**src/rtl/pg_ctrl_pkg.sv**
```systemverilog
// pg_ctrl_pkg: shared state encoding and default counter width for the activity controller
package pg_ctrl_pkg;
  localparam int CNT_W_DEF = 16;
  typedef enum logic [1:0] {ACTIVE = 2'd0, REQ_OFF = 2'd1, OFF = 2'd2, REQ_ON = 2'd3} state_t;
endpackage

```
**src/rtl/pg_activity_ctrl_if.sv**
```systemverilog
// pg_activity_ctrl_if: activity, sequencer and upstream back-pressure signals of the controller
interface pg_activity_ctrl_if import pg_ctrl_pkg::*; #(parameter int CNT_W = CNT_W_DEF);
  logic [CNT_W-1:0] idle_threshold;
  logic [CNT_W-1:0] sleep_cnt;
  logic force_on;
  logic busy;
  logic src_valid;
  logic status;
  logic en;
  logic hold;
  modport master(input idle_threshold, force_on, busy, src_valid, status, output en, hold, sleep_cnt);
  modport slave(output idle_threshold, force_on, busy, src_valid, status, input en, hold, sleep_cnt);
endinterface

```
**src/rtl/pg_sat_counter.sv**
```systemverilog
// pg_sat_counter: counter with synchronous clear and increment that sticks at all-ones
module pg_sat_counter #(parameter int W = 16) (
  input  logic         ck,
  input  logic         rst,
  input  logic         clr,
  input  logic         inc,
  output logic [W-1:0] q
);
  always_ff @(posedge ck or posedge rst)
    if (rst) q <= '0;
    else if (clr) q <= '0;
    else if (inc && !(&q)) q <= q + 1'b1;
endmodule

```
**src/rtl/pg_activity_ctrl.sv**
```systemverilog
// pg_activity_ctrl: idle-driven power-down request and wake/back-pressure control for the power-gating sequencer
module pg_activity_ctrl import pg_ctrl_pkg::*; #(parameter int CNT_W = CNT_W_DEF) (
  input logic                ck,
  input logic                rst,
  pg_activity_ctrl_if.master bus
);
  state_t st, nxt;
  logic wake_pend, idle, wake, hit;
  logic [CNT_W-1:0] idle_cnt;
  assign idle = !bus.busy && !bus.src_valid && !bus.force_on;
  assign wake = bus.src_valid || bus.force_on;
  // >= rather than == so a threshold lowered mid-count still fires on the next compare
  assign hit  = idle && bus.idle_threshold != '0 && idle_cnt >= bus.idle_threshold - 1'b1;
  always_comb begin
    nxt = st;
    case (st)
      ACTIVE:  nxt = hit ? REQ_OFF : ACTIVE;
      REQ_OFF: nxt = bus.status ? REQ_OFF : (wake_pend || wake) ? REQ_ON : OFF;
      OFF:     nxt = wake ? REQ_ON : OFF;
      default: nxt = bus.status ? ACTIVE : REQ_ON;
    endcase
  end
  always_ff @(posedge ck or posedge rst)
    if (rst) begin
      st        <= ACTIVE;
      bus.en    <= 1'b1;
      bus.hold  <= 1'b0;
      wake_pend <= 1'b0;
    end else begin
      st        <= nxt;
      bus.en    <= nxt == ACTIVE || nxt == REQ_ON;
      bus.hold  <= nxt != ACTIVE;
      wake_pend <= st == REQ_OFF ? wake_pend || wake : (st == REQ_ON && bus.status) ? 1'b0 : wake_pend;
    end
  pg_sat_counter #(.W(CNT_W)) u_idle (
    .ck  (ck),
    .rst (rst),
    .clr ((st == ACTIVE && (!idle || hit)) || (st == REQ_ON && bus.status)),
    .inc (st == ACTIVE && idle),
    .q   (idle_cnt)
  );
  pg_sat_counter #(.W(CNT_W)) u_sleep (
    .ck  (ck),
    .rst (rst),
    .clr (1'b0),
    .inc (st == REQ_OFF && !bus.status),
    .q   (bus.sleep_cnt)
  );
endmodule
```
**src/flat_wrapper.sv**
```systemverilog
// flat-port wrapper written by rule: the top's interface ports become plain ports
module pg_activity_ctrl_flat import pg_ctrl_pkg::*;
#(parameter int CNT_W = CNT_W_DEF)
  (ck, rst, bus_idle_threshold, bus_force_on, bus_busy, bus_src_valid, bus_status, bus_en, bus_hold, bus_sleep_cnt);
  pg_activity_ctrl_if #(.CNT_W(CNT_W)) bus_i ();
  input logic ck;
  input logic rst;
  input wire logic [$bits(bus_i.idle_threshold)-1:0] bus_idle_threshold;
  input wire logic [$bits(bus_i.force_on)-1:0] bus_force_on;
  input wire logic [$bits(bus_i.busy)-1:0] bus_busy;
  input wire logic [$bits(bus_i.src_valid)-1:0] bus_src_valid;
  input wire logic [$bits(bus_i.status)-1:0] bus_status;
  output wire logic [$bits(bus_i.en)-1:0] bus_en;
  output wire logic [$bits(bus_i.hold)-1:0] bus_hold;
  output wire logic [$bits(bus_i.sleep_cnt)-1:0] bus_sleep_cnt;
  assign bus_i.idle_threshold = bus_idle_threshold;
  assign bus_i.force_on = bus_force_on;
  assign bus_i.busy = bus_busy;
  assign bus_i.src_valid = bus_src_valid;
  assign bus_i.status = bus_status;
  assign bus_en = bus_i.en;
  assign bus_hold = bus_i.hold;
  assign bus_sleep_cnt = bus_i.sleep_cnt;
  pg_activity_ctrl #(.CNT_W(CNT_W)) u_core (.ck(ck), .rst(rst), .bus(bus_i));
endmodule
```
**config.mk**
```make
export PLATFORM = sky130hd
export DESIGN_NAME = pg_activity_ctrl_flat
export DESIGN_NICKNAME = d
export VERILOG_FILES = /design/src/rtl/pg_ctrl_pkg.sv /design/src/rtl/pg_activity_ctrl_if.sv /design/src/rtl/pg_sat_counter.sv /design/src/rtl/pg_activity_ctrl.sv /design/src/flat_wrapper.sv
export SDC_FILE = /design/constraint.sdc
export NUM_CORES = 1
export LEC_CHECK = 0
export ABC_CLOCK_PERIOD_IN_PS = 2000
export CELL_PAD_IN_SITES_DETAIL_PLACEMENT = 0
export CELL_PAD_IN_SITES_GLOBAL_PLACEMENT = 1
export CORE_MARGIN = 5
export CORE_UTILIZATION = 37
export DETAILED_ROUTE_END_ITERATION = 10
export PLACE_DENSITY = 0.78
export SLEW_MARGIN = 20
export SYNTH_ARGS = -nofsm -noshare
export SYNTH_HDL_FRONTEND = slang
export SYNTH_SLANG_ARGS = --single-unit
```
**constraint.sdc**
```tcl
create_clock -name ck -period 2 [get_ports ck]
set_input_delay 0.2 -clock ck [delete_from_list [all_inputs] [get_ports ck]]
set_output_delay 0.2 -clock ck [all_outputs]
set_load 0.005 [all_outputs]
```
* Word-level counts from Yosys, hierarchy flattened *
Index checks and enable logic that the tools add are counted.

cells by class
  $add $sub $neg = 3
  $lt $le $gt $ge = 1
  equal/unequal tests = 4
  muxes and demuxes = 10
  reductions and logical operators = 30

operators by type and width
  kind                                                 count
  adder 16 x 1 -> 16 bit, second input constant        2
  2-to-1 mux 16 bit                                    2
  AND reduction 16 bit                                 2
  greater-or-equal comparator 16 bit                   1
  nonzero test 16 bit                                  1
  subtractor 16 x 1 -> 16 bit, second input constant   1
  logical AND 1 bit                                    10
  logical NOT 1 bit                                    7
  equality test 2 bit, second input constant           3
  case mux 2 bit (3 select lines)                      1
  nonzero test 2 bit                                   3
  logical OR 1 bit                                     5
  2-to-1 mux 1 bit                                     5
  logical NOT 2 bit                                    2
  2-to-1 mux 2 bit                                     2
  equality test 2 x 1 -> 1 bit, second input constant  1

word-level totals
  register bits after elaboration = 37
  bits of input ports = 22
  output and inout bits = 18

* Logic depth before layout (Yosys ltp) *
Gate-level depths: netlist (run 1).

  depth in word-level cells = 9
  depth in mapped cells = 13
  depth with buffers taken out = 13

* Hierarchy *
Synthesis (run 1) repeated with hierarchy kept, for this count alone.

unflattened totals
  cells, all modules = 317
  area total of the unflattened synthesis = 2736.4 µm²

by module, submodules not included
  module            times used  cells an instance  area an instance (µm²)
  pg_sat_counter    2           104                922.1
  pg_activity_ctrl  1           109                892.1

* Worst setup path before layout (run 1) *
OpenSTA, ideal clock, no wires.

  kind = input to register
  start = in bus_idle_threshold[2]
  end = reg u_core.bus.en
  data arrival time = 2.993 ns
  setup slack = -1.052 ns
  stages = 13
  cell sequence = or3_4 > or4_4 > or2_4 > nor3b_2 > xnor2_1 > ha_1 > nand4_1 > nor3_1 > a211oi_1 > a21o_1 > o21a_1 > ha_1 > inv_1

on the way
  word-level cells in the longest chain between the ends = 7

RTL lines
  item                                                                            RTL line                   source
  start: declaration                                                              flat_wrapper.sv:8          input wire logic [$bits(bus_i.idle_threshold)-1:0] bus_idle_threshold;
  subtractor 16 x 1 -> 16 bit / nonzero test 16 bit (equally long branches)       pg_activity_ctrl.sv:13     assign hit = idle && bus.idle_threshold != '0 && idle_cnt >= bus.idle_threshold - 1'b1;
  greater-or-equal comparator 16 bit / logical AND 1 bit (equally long branches)  pg_activity_ctrl.sv:13
  logical AND 1 bit *                                                             pg_activity_ctrl.sv:13
  2-to-1 mux 1 bit *                                                              pg_activity_ctrl.sv:17     ACTIVE: nxt = hit ? REQ_OFF : ACTIVE;
  case mux 2 bit (3 select lines) *                                               pg_activity_ctrl.sv:16     case (st)
  equality test 2 bit / logical NOT 2 bit (equally long branches)                 pg_activity_ctrl.sv:31     bus.en <= nxt == ACTIVE || nxt == REQ_ON;
  logical OR 1 bit *                                                              pg_activity_ctrl.sv:31
  end signal: assignment                                                          pg_activity_ctrl.sv:26     bus.en <= 1'b1;
  end signal: assignment                                                          pg_activity_ctrl.sv:31
  end: declaration                                                                pg_activity_ctrl_if.sv:11  modport master(input idle_threshold, force_on, busy, src_valid, status, output en, hold, sleep_cnt);

Every way passes the cells marked *; elsewhere a longest branch is shown, timed or not.
A chain may end at the register's enable or synchronous reset.

* Final worst setup path (run 1) *
  start = in bus_idle_threshold[4]
  end = reg u_core.bus.en

Same word-level chain as after synthesis.

==> out/results.md, run 1 <==
### CTS
- **quantity of hold-fixing buffers added after cts** 0
- **clock tree from TritonCTS** yes
- **CTS clock-pin slew for the worst setup and hold paths** 0.08 ns
- **root buf cell** sky130_fd_sc_hd__clkbuf_8
- **maximum number of buffers from clock root to sink** 2
- **number of buffers added by the clock tree synthesis step** 5
- **H-tree levels** 2
- **clock sink total** 37
- **worst skew pair latency** 0.29 ns

### Routing
- **per-cell routed wire length** 13.3 um
- **WL final** 5.97 mm
- **remaining design rule violation count** 0
- **violation count after the first detailed-route iteration** 100
- **total number of vias** 2299
- **final antenna-violating net count** 0
- **number of optimization iterations in the first detailed-route pass** 4
- **Via-to-Cell Ratio** 5.12

### Placement
- **GPL Wtd Cong** 0.863
- **Port Buf Inserts** 39
- **number of cells after detailed placement** 437
- **placed wire-length estimate** 4.50 mm

### Critical path
- **Most common cell on crit path** sky130_fd_sc_hd__ha_1
- **Largest stage delay, worst path** 0.43 ns
- **startpoint class of the critical path** input port
- **kind of critical path** in -> reg
- **family with the most delay on the worst path** simple AND/OR/NAND/NOR gates
- **Data required, critical path** 2.23 ns
- **arrival time worst endpoint** 3.14 ns
- **Critical Path, Cell by Cell** buf_6, or3_4, or4_4, or2_4, nor3b_2, xnor2_1, ha_1, nand4_1, nor3_4, a31oi_1, a21o_1, o21a_1, ha_1, inv_1
- **Max Fanout on Critical Path** 3
- **Critical-path top delay cell** sky130_fd_sc_hd__or4_4
- **CP Capture Type** flip-flop
- **buffering stage count on the worst path with inverters included** 2

### Synthesis
- **leading post-synthesis cells by cell area** sky130_fd_sc_hd__dfrtp_1 (36%), sky130_fd_sc_hd__ha_1 (10%), sky130_fd_sc_hd__xnor2_1 (8.0%), sky130_fd_sc_hd__nor2_1 (3.9%), sky130_fd_sc_hd__xor2_1 (3.8%)
- **Synth top area share** 35.9%
- **Post-Synthesis Cells** 271
- **number of synthesized flops with an enable pin** 0
- **Synth Flop Type** sky130_fd_sc_hd__dfrtp_1
- **leading post-synthesis cells by instance count** sky130_fd_sc_hd__dfrtp_1 (36), sky130_fd_sc_hd__nor2_1 (26), sky130_fd_sc_hd__nand2_1 (24)
- **register area share after synthesis** 36.9%
- **syn avg cell area** 9.27 sq um
- **Synth Warn #** 0
- **net count after synthesis** 313
- **dominant cell by count in the synthesized netlist** sky130_fd_sc_hd__dfrtp_1
- **total of flip-flops plus latches after synthesis** 37
- **cell type with the highest aggregate area in the netlist** sky130_fd_sc_hd__dfrtp_1
- **number of distinct library cells after synthesis** 45
- **fraction of synthesis flops using an asynchronous set or reset pin** 100%
- **post-synthesis cell area** 0.00251 sq mm

### GRT
- **pin count of the biggest net entering global routing** 38
- **global-route usage over all layers** 14.6%
- **global-route wire length before repair** 10.4 mm
- **remaining global-route overflow** 0
- **number of antenna violations at the first check in global routing** 0
- **vias in the first global route** 2356

### STA
- **Slew headroom** 67.6%
- **worst setup skew after layout** 0.00722 ns
- **Final Slew Violations** 0
- **post-route worst setup slack** -0.910 ns
- **setup repair after global routing missed its margin** yes
- **maximum frequency from static timing analysis** 344 MHz
- **final cycle utilization of the critical path** 146%
- **final setup vio count** 19
- **post-route minimum period** 2.91 ns
- **transition time at the pin with the least slew margin** 0.486 ns
- **sum of negative setup slack** -16.39 ns
- **final hold violation count** 0

### Cells and area
- **antenna diode count** 0
- **Filler Cell Count** 613
- **area added between synthesis and finish** 42.7%
- **count of nets after finishing** 410
- **post-route insts no fill** 449
- **proportion of layout cells with a drive suffix above 1** 26.6%

### Run
- **number of maximum-capacitance violations** 0

### Floorplanning
- **initial core utilization** 37.4%
- **I/O pin count** 40
- **core outline area** 0.00672 sq mm
- **width of the die** 92.4 um
- **count of standard-cell rows** 30
- **die area** 0.00854 sq mm
- **Die Height** 92.4 um

### Worst hold path
- **class of the most critical hold timing path** in -> async

### Pwr
- **Cell Pwr Density** 665 mW/mm^2
- **peak supply drop** 0.536 mV
- **Static Leakage** 0.00160 uW

### Status
- **status** finished, violations left
- **violated checks** setup timing

-- where the power goes --
group | switching, uW | leakage, uW | internal (uW)
Combinational | 369 | 0.00106 | 450
Clock | 272 | 0.0000542 | 312
Sequential | 113 | 0.000486 | 869
-- final cells by class --
type                            instances  area [sq um]  share of cell area (%)
Tap cell                               80           100                    2.79
Inverter                                9          33.8                   0.942
Multi-Input combinational cell        222          1610                    44.8
Timing Repair Buffer                   93           818                    22.8
Sequential cell                        37           927                    25.9
Clock inverter                          1          5.00                   0.140
Clock buffer                            7          96.3                    2.69
-- registers in the layout, indices dropped and copies added, names as in the netlist --
name and count:
u_core.st 2, u_core.u_idle.q 16, u_core.u_sleep.q 16, u_core.bus.hold 1, u_core.wake_pend 1, u_core.bus.en 1
-- placed cells by master, fill, tap and decap left out, types with 11 or more instances in the layout --
| master | Yosys | layout |
|---|---|---|
| sky130_fd_sc_hd__xnor2_1 | 23 | 23 |
| sky130_fd_sc_hd__nor2_1 | 26 | 16 |
| sky130_fd_sc_hd__dfrtp_1 | 36 | 36 |
| sky130_fd_sc_hd__buf_4 | 0 | 52 |
| sky130_fd_sc_hd__nand2_1 | 24 | 24 |
| sky130_fd_sc_hd__clkdlybuf4s50_1 | 0 | 29 |
| sky130_fd_sc_hd__nand3_1 | 15 | 15 |
| sky130_fd_sc_hd__xor2_1 | 11 | 11 |
| sky130_fd_sc_hd__ha_1 | 20 | 20 |
-- cell families after synthesis --
logic type               share of synthesized area [%]
XOR/XNOR                                          11.9
AO/OA/AOI/OAI                                     8.72
AND/OR/NAND/NOR                                   28.3
multiplexers                                      2.14
flip-flops                                        36.9
adder cells (fa/ha/maj)                           9.96
buffers and inverters                             2.14
-- metal layers --
| metal | global-route usage (%) | routed length (um) | part of all wire [%] |
|---|---|---|---|
| met1 | 19.2 | 2920 | 49 |
| met2 | 24.1 | 2630 | 44 |
| met3 | 3.17 | 307 | 5.1 |
| met4 | 4.21 | 116 | 1.9 |
| met5 | 0 | 0 | 0 |
-- worst reg2reg max path: cells and delay by family (launching register included) --
family          cells  cell delay, ns
flops               1            0.44
buf+inv             1            0.06
compound gates      3            0.48
simple gates        2            0.36
fa+ha+maj           2            0.59
-- final timing paths --
kind / from / end / slack, ns / cells past startpoint
setup / recovery: bus_idle_threshold[4] / u_core.bus.en / -0.91 / 14
min in group ck: u_core.wake_pend / u_core.wake_pend / 0.49 / 2
hold / removal: rst / u_core.u_idle.q[2] / 0.32 / 3
setup reg to reg: u_core.u_idle.q[7] / u_core.bus.en / 0.01 / 8
max in group asynchronous: rst / u_core.bus.en / 1.32 / 3
hold reg to reg: u_core.wake_pend / u_core.wake_pend / 0.49 / 2
-- repair_timing --
item | in CTS | in global routing
gates cloned | 0 | 0
buffers inserted | 2 | 2
pin swaps | 25 | 16
setup endpoints to repair | 19 | 19
resized for setup | 27 | 14
-- stage by stage --
step	hold WS [ns]	util [%]	total power, uW	instance area [sq um]	setup slack (ns)
finish	0.323	53.4	2380	3590	-0.910
global placement	0.468	50.1	1760	3370	-1.51
floorplan	0.354	-	1370	2520	-0.917
detailed placement	0.474	50.1	1770	3370	-1.60
CTS	0.338	52.5	2390	3530	-1.12
global route	0.373	53.4	2540	3590	-1.03
No activity file was read; power rests on OpenSTA's default activity.
==> inputs of run 2 (changes only) <==
--- a/config.mk
+++ b/config.mk
@@ -6,6 +6,7 @@
 export NUM_CORES = 1
 export LEC_CHECK = 0
 export ABC_CLOCK_PERIOD_IN_PS = 2000
+export CAP_MARGIN = 40
 export CELL_PAD_IN_SITES_DETAIL_PLACEMENT = 0
 export CELL_PAD_IN_SITES_GLOBAL_PLACEMENT = 1
 export CORE_MARGIN = 5
==> results of run 2 <==
Same layout as run 1: the final DEF is identical, and so are final timing and power.
==> inputs of run 3 (changes only) <==
--- a/config.mk
+++ b/config.mk
@@ -9,7 +9,7 @@
 export CAP_MARGIN = 40
 export CELL_PAD_IN_SITES_DETAIL_PLACEMENT = 0
 export CELL_PAD_IN_SITES_GLOBAL_PLACEMENT = 1
-export CORE_MARGIN = 5
+export CORE_MARGIN = 10
 export CORE_UTILIZATION = 37
 export DETAILED_ROUTE_END_ITERATION = 10
 export PLACE_DENSITY = 0.78
==> run 3 against run 2 <==
  * The flow still finishes with violations (setup timing)
  * Utilization grew 1.1 points
  * Worst setup slack lost 0.18 ns
  * Sequential share of layout area grew 0.49 points
  * Highest routed layer unchanged
  * Power shrank 2.6%
==> out/results.md, run 3 (same netlist as run 1, synthesis figures left out) <==
### Status
- **status** finished, violations left
- **violated checks** setup timing

### GRT
- **GR peak layer** met2
- **vias in the first global route** 2378, +0.93%
- **M1 GR Usage** 15.5%, -3.7 points
- **number of antenna violations at the first check in global routing** 0, unchanged
- **remaining global-route overflow** 0, unchanged
- **routing usage on met2** 21.3%, -2.8 points
- **pin count of the biggest net entering global routing** 38, unchanged
- **met3 GRT Util** 2.43%, -0.74 points
- **global-route usage over all layers** 12.6%, -2.0 points
- **global-route wire length before repair** 10.9 mm, +4.7%

### Pwr
- **power consumption** 2320 uW, -2.6%
- **net switching power** 736 uW, -2.4%
- **internal power** 1590 uW, -2.7%
- **Cell Pwr Density** 660 mW/mm^2, -0.76%
- **switching share of power** 31.7%, +0.069 points
- **peak supply drop** 0.542 mV, +1.2%
- **Static Leakage** 0.00156 uW, -2.2%
- **portion of total power attributed to combinational logic** 34.7%, +0.3 points
- **relative contribution of sequential cells to total power** 42.5%, +1.3 points
- **clock network fraction of total power** 22.8%, -1.7 points

### STA
- **setup repair after global routing missed its margin** yes
- **Slew headroom** 67.8%, +0.22 points
- **final setup vio count** 19, unchanged
- **transition time at the pin with the least slew margin** 0.483 ns, -0.00334 ns
- **Final Slew Violations** 0, unchanged
- **maximum frequency from static timing analysis** 323 MHz, -5.9%
- **final cycle utilization of the critical path** 155%, +9.1 points
- **final hold violation count** 0, unchanged
- **post-route worst setup slack** -1.09 ns, -0.181 ns
- **post-route minimum period** 3.09 ns, +0.181 ns
- **worst setup skew after layout** 0.0109 ns, +0.00373 ns

### Placement
- **placed wire-length estimate** 4.91 mm, +9.0%
- **Port Buf Inserts** 39, unchanged
- **setup slack at placement** -1.56 ns, +0.0311 ns
- **Cell Area, Placed** 0.00335 sq mm, -0.41%
- **GPL Wtd Cong** 0.851, -1.4%

### CTS
- **CTS clock-pin slew for the worst setup and hold paths** 0.07 ns, about the same
- **worst skew pair latency** 0.28 ns, about the same
- **number of buffers added by the clock tree synthesis step** 5, unchanged
- **quantity of hold-fixing buffers added after cts** 0, unchanged
- **clock sink total** 37, unchanged
- **root buf cell** sky130_fd_sc_hd__clkbuf_8
- **maximum number of buffers from clock root to sink** 2, unchanged
- **clock tree from TritonCTS** yes
- **H-tree levels** 2, unchanged

### Critical path
- **startpoint class of the critical path** input port
- **Data required, critical path** 2.16 ns, -0.07 ns
- **arrival time worst endpoint** 3.25 ns, +0.11 ns
- **Largest stage delay, worst path** 0.42 ns, about the same
- **CP Capture Type** flip-flop
- **Critical-path top delay cell** sky130_fd_sc_hd__or4_4
- **Max Fanout on Critical Path** 16, +13
- **Most common cell on crit path** sky130_fd_sc_hd__buf_4
- **Critical Path, Cell by Cell** buf_6, or3_4, or4_4, or2_4, nor4_4, xnor2_1, ha_1, nand4_1, buf_4, o21bai_4, a211oi_2, buf_4, a22oi_2, buf_12, a21oi_1
- **kind of critical path** in -> reg

### Floorplanning
- **count of standard-cell rows** 29, -3.3%
- **width of the die** 102 um, +11%
- **core outline area** 0.00646 sq mm, -3.9%
- **Die Height** 102 um, +11%
- **initial core utilization** 38.9%, +1.5 points
- **die area** 0.0105 sq mm, +23%
- **I/O pin count** 40, unchanged

### Cells and area
- **proportion of layout cells with a drive suffix above 1** 23.2%, -3.3 points
- **commonest cells after routing, fill and taps aside** sky130_fd_sc_hd__buf_4 (51), sky130_fd_sc_hd__dfrtp_1 (36), sky130_fd_sc_hd__clkdlybuf4s50_1 (29)
- **count of nets after finishing** 408, -0.49%
- **area added between synthesis and finish** 40.1%
- **antenna diode count** 0, unchanged
- **post-layout instance area** 0.00352 sq mm, -1.8%
- **most common cell after layout, fill and taps aside** sky130_fd_sc_hd__buf_4
- **top flop regs** u_core.u_idle.q x16, u_core.u_sleep.q x16, u_core.st x2

### Routing
- **final antenna-violating net count** 0, unchanged
- **violation count after the first detailed-route iteration** 92, -8.0%
- **per-cell routed wire length** 14.3 um, +7.3%
- **total number of vias** 2292, -0.30%
- **number of optimization iterations in the first detailed-route pass** 4, unchanged
- **WL final** 6.32 mm, +5.8%
- **remaining design rule violation count** 0, unchanged
- **Via-to-Cell Ratio** 5.17, +1.0%

### Run
- **number of maximum-capacitance violations** 0, unchanged

### Worst hold path
- **class of the most critical hold timing path** in -> async

## run 3: changes by cell type in the layout (fill, tap and decap cells not counted), sizes merged
cell / delta
dlygate4sd2: +4
dlymetal6s2s: -4
buf: -2
clkbuf: -1
clkinv: -1
clkinvlp: +1
## run 3: metrics by stage
step | cells | util, % | hold slack, ns | TNS (ns)
final | 443 | 54.5 | 0.319 | -20.14
after global routing | 443 | 54.5 | 0.373 | -22.92
after CTS | 442 | 53.7 | 0.348 | -19.85
after detailed placement | 431 | 51.9 | 0.470 | -26.90
after global placement | 431 | 51.9 | 0.474 | -25.54
after floorplan | 271 | - | 0.354 | -15.64
## run 3: layout make-up
cell class	instances	area, sq um
Multi-Input combinational cell	222	1590
Clock buffer	6	82.6
Inverter	9	33.8
Fill cell	620	2940
Sequential cell	37	927
Clock inverter	1	7.51
Timing Repair Buffer	91	787
Tap cell	77	96.3
## run 3: routing by layer
metal	routed length, um	vias up
met5	0	-
met4	123	0
met3	314	10
met2	2960	43
met1	2920	1066
li1	-	1173
## run 3: worst paths after layout
path                                       startpoint  slack [ns]  cells past startpoint                   to
worst min register to register       u_core.wake_pend        0.48                      2     u_core.wake_pend
min in group ck                      u_core.wake_pend        0.48                      2     u_core.wake_pend
worst min-delay path                              rst        0.32                      3     u_core.wake_pend
worst max register to register    u_core.u_idle.q[13]       -0.04                      9  u_core.u_idle.q[11]
worst max-delay path            bus_idle_threshold[3]       -1.09                     15  u_core.u_idle.q[11]
max in group asynchronous                         rst        1.31                      3        u_core.bus.en
## run 3: worst max-delay path, delay by kind of cell
kind / cells / cell delay (ns)
compound gates: 4 / 0.43
xor+xnor: 1 / 0.12
fa+ha+maj: 1 / 0.31
buf+inv: 4 / 0.65
simple gates: 5 / 1.53
## run 3: what timing repair did
item                                    4_1_cts  5_1_grt
endpoints found under the setup margin       19       19
pin swaps                                    15       13
gates resized for setup                      18       13
setup buffers                                 4        1
cloned                                        0        0
## run 3: power groups by stage
| stage | clock (uW) | sequential (uW) | combinational (uW) |
|---|---|---|---|
| 3_3_place_gp | 0 | 1000 | 752 |
| 2_1_floorplan | 0 | 978 | 390 |
| 3_5_place_dp | 0 | 1000 | 776 |
| 5_1_grt | 579 | 1010 | 910 |
| 6_report | 529 | 988 | 806 |
| 4_1_cts | 549 | 989 | 783 |
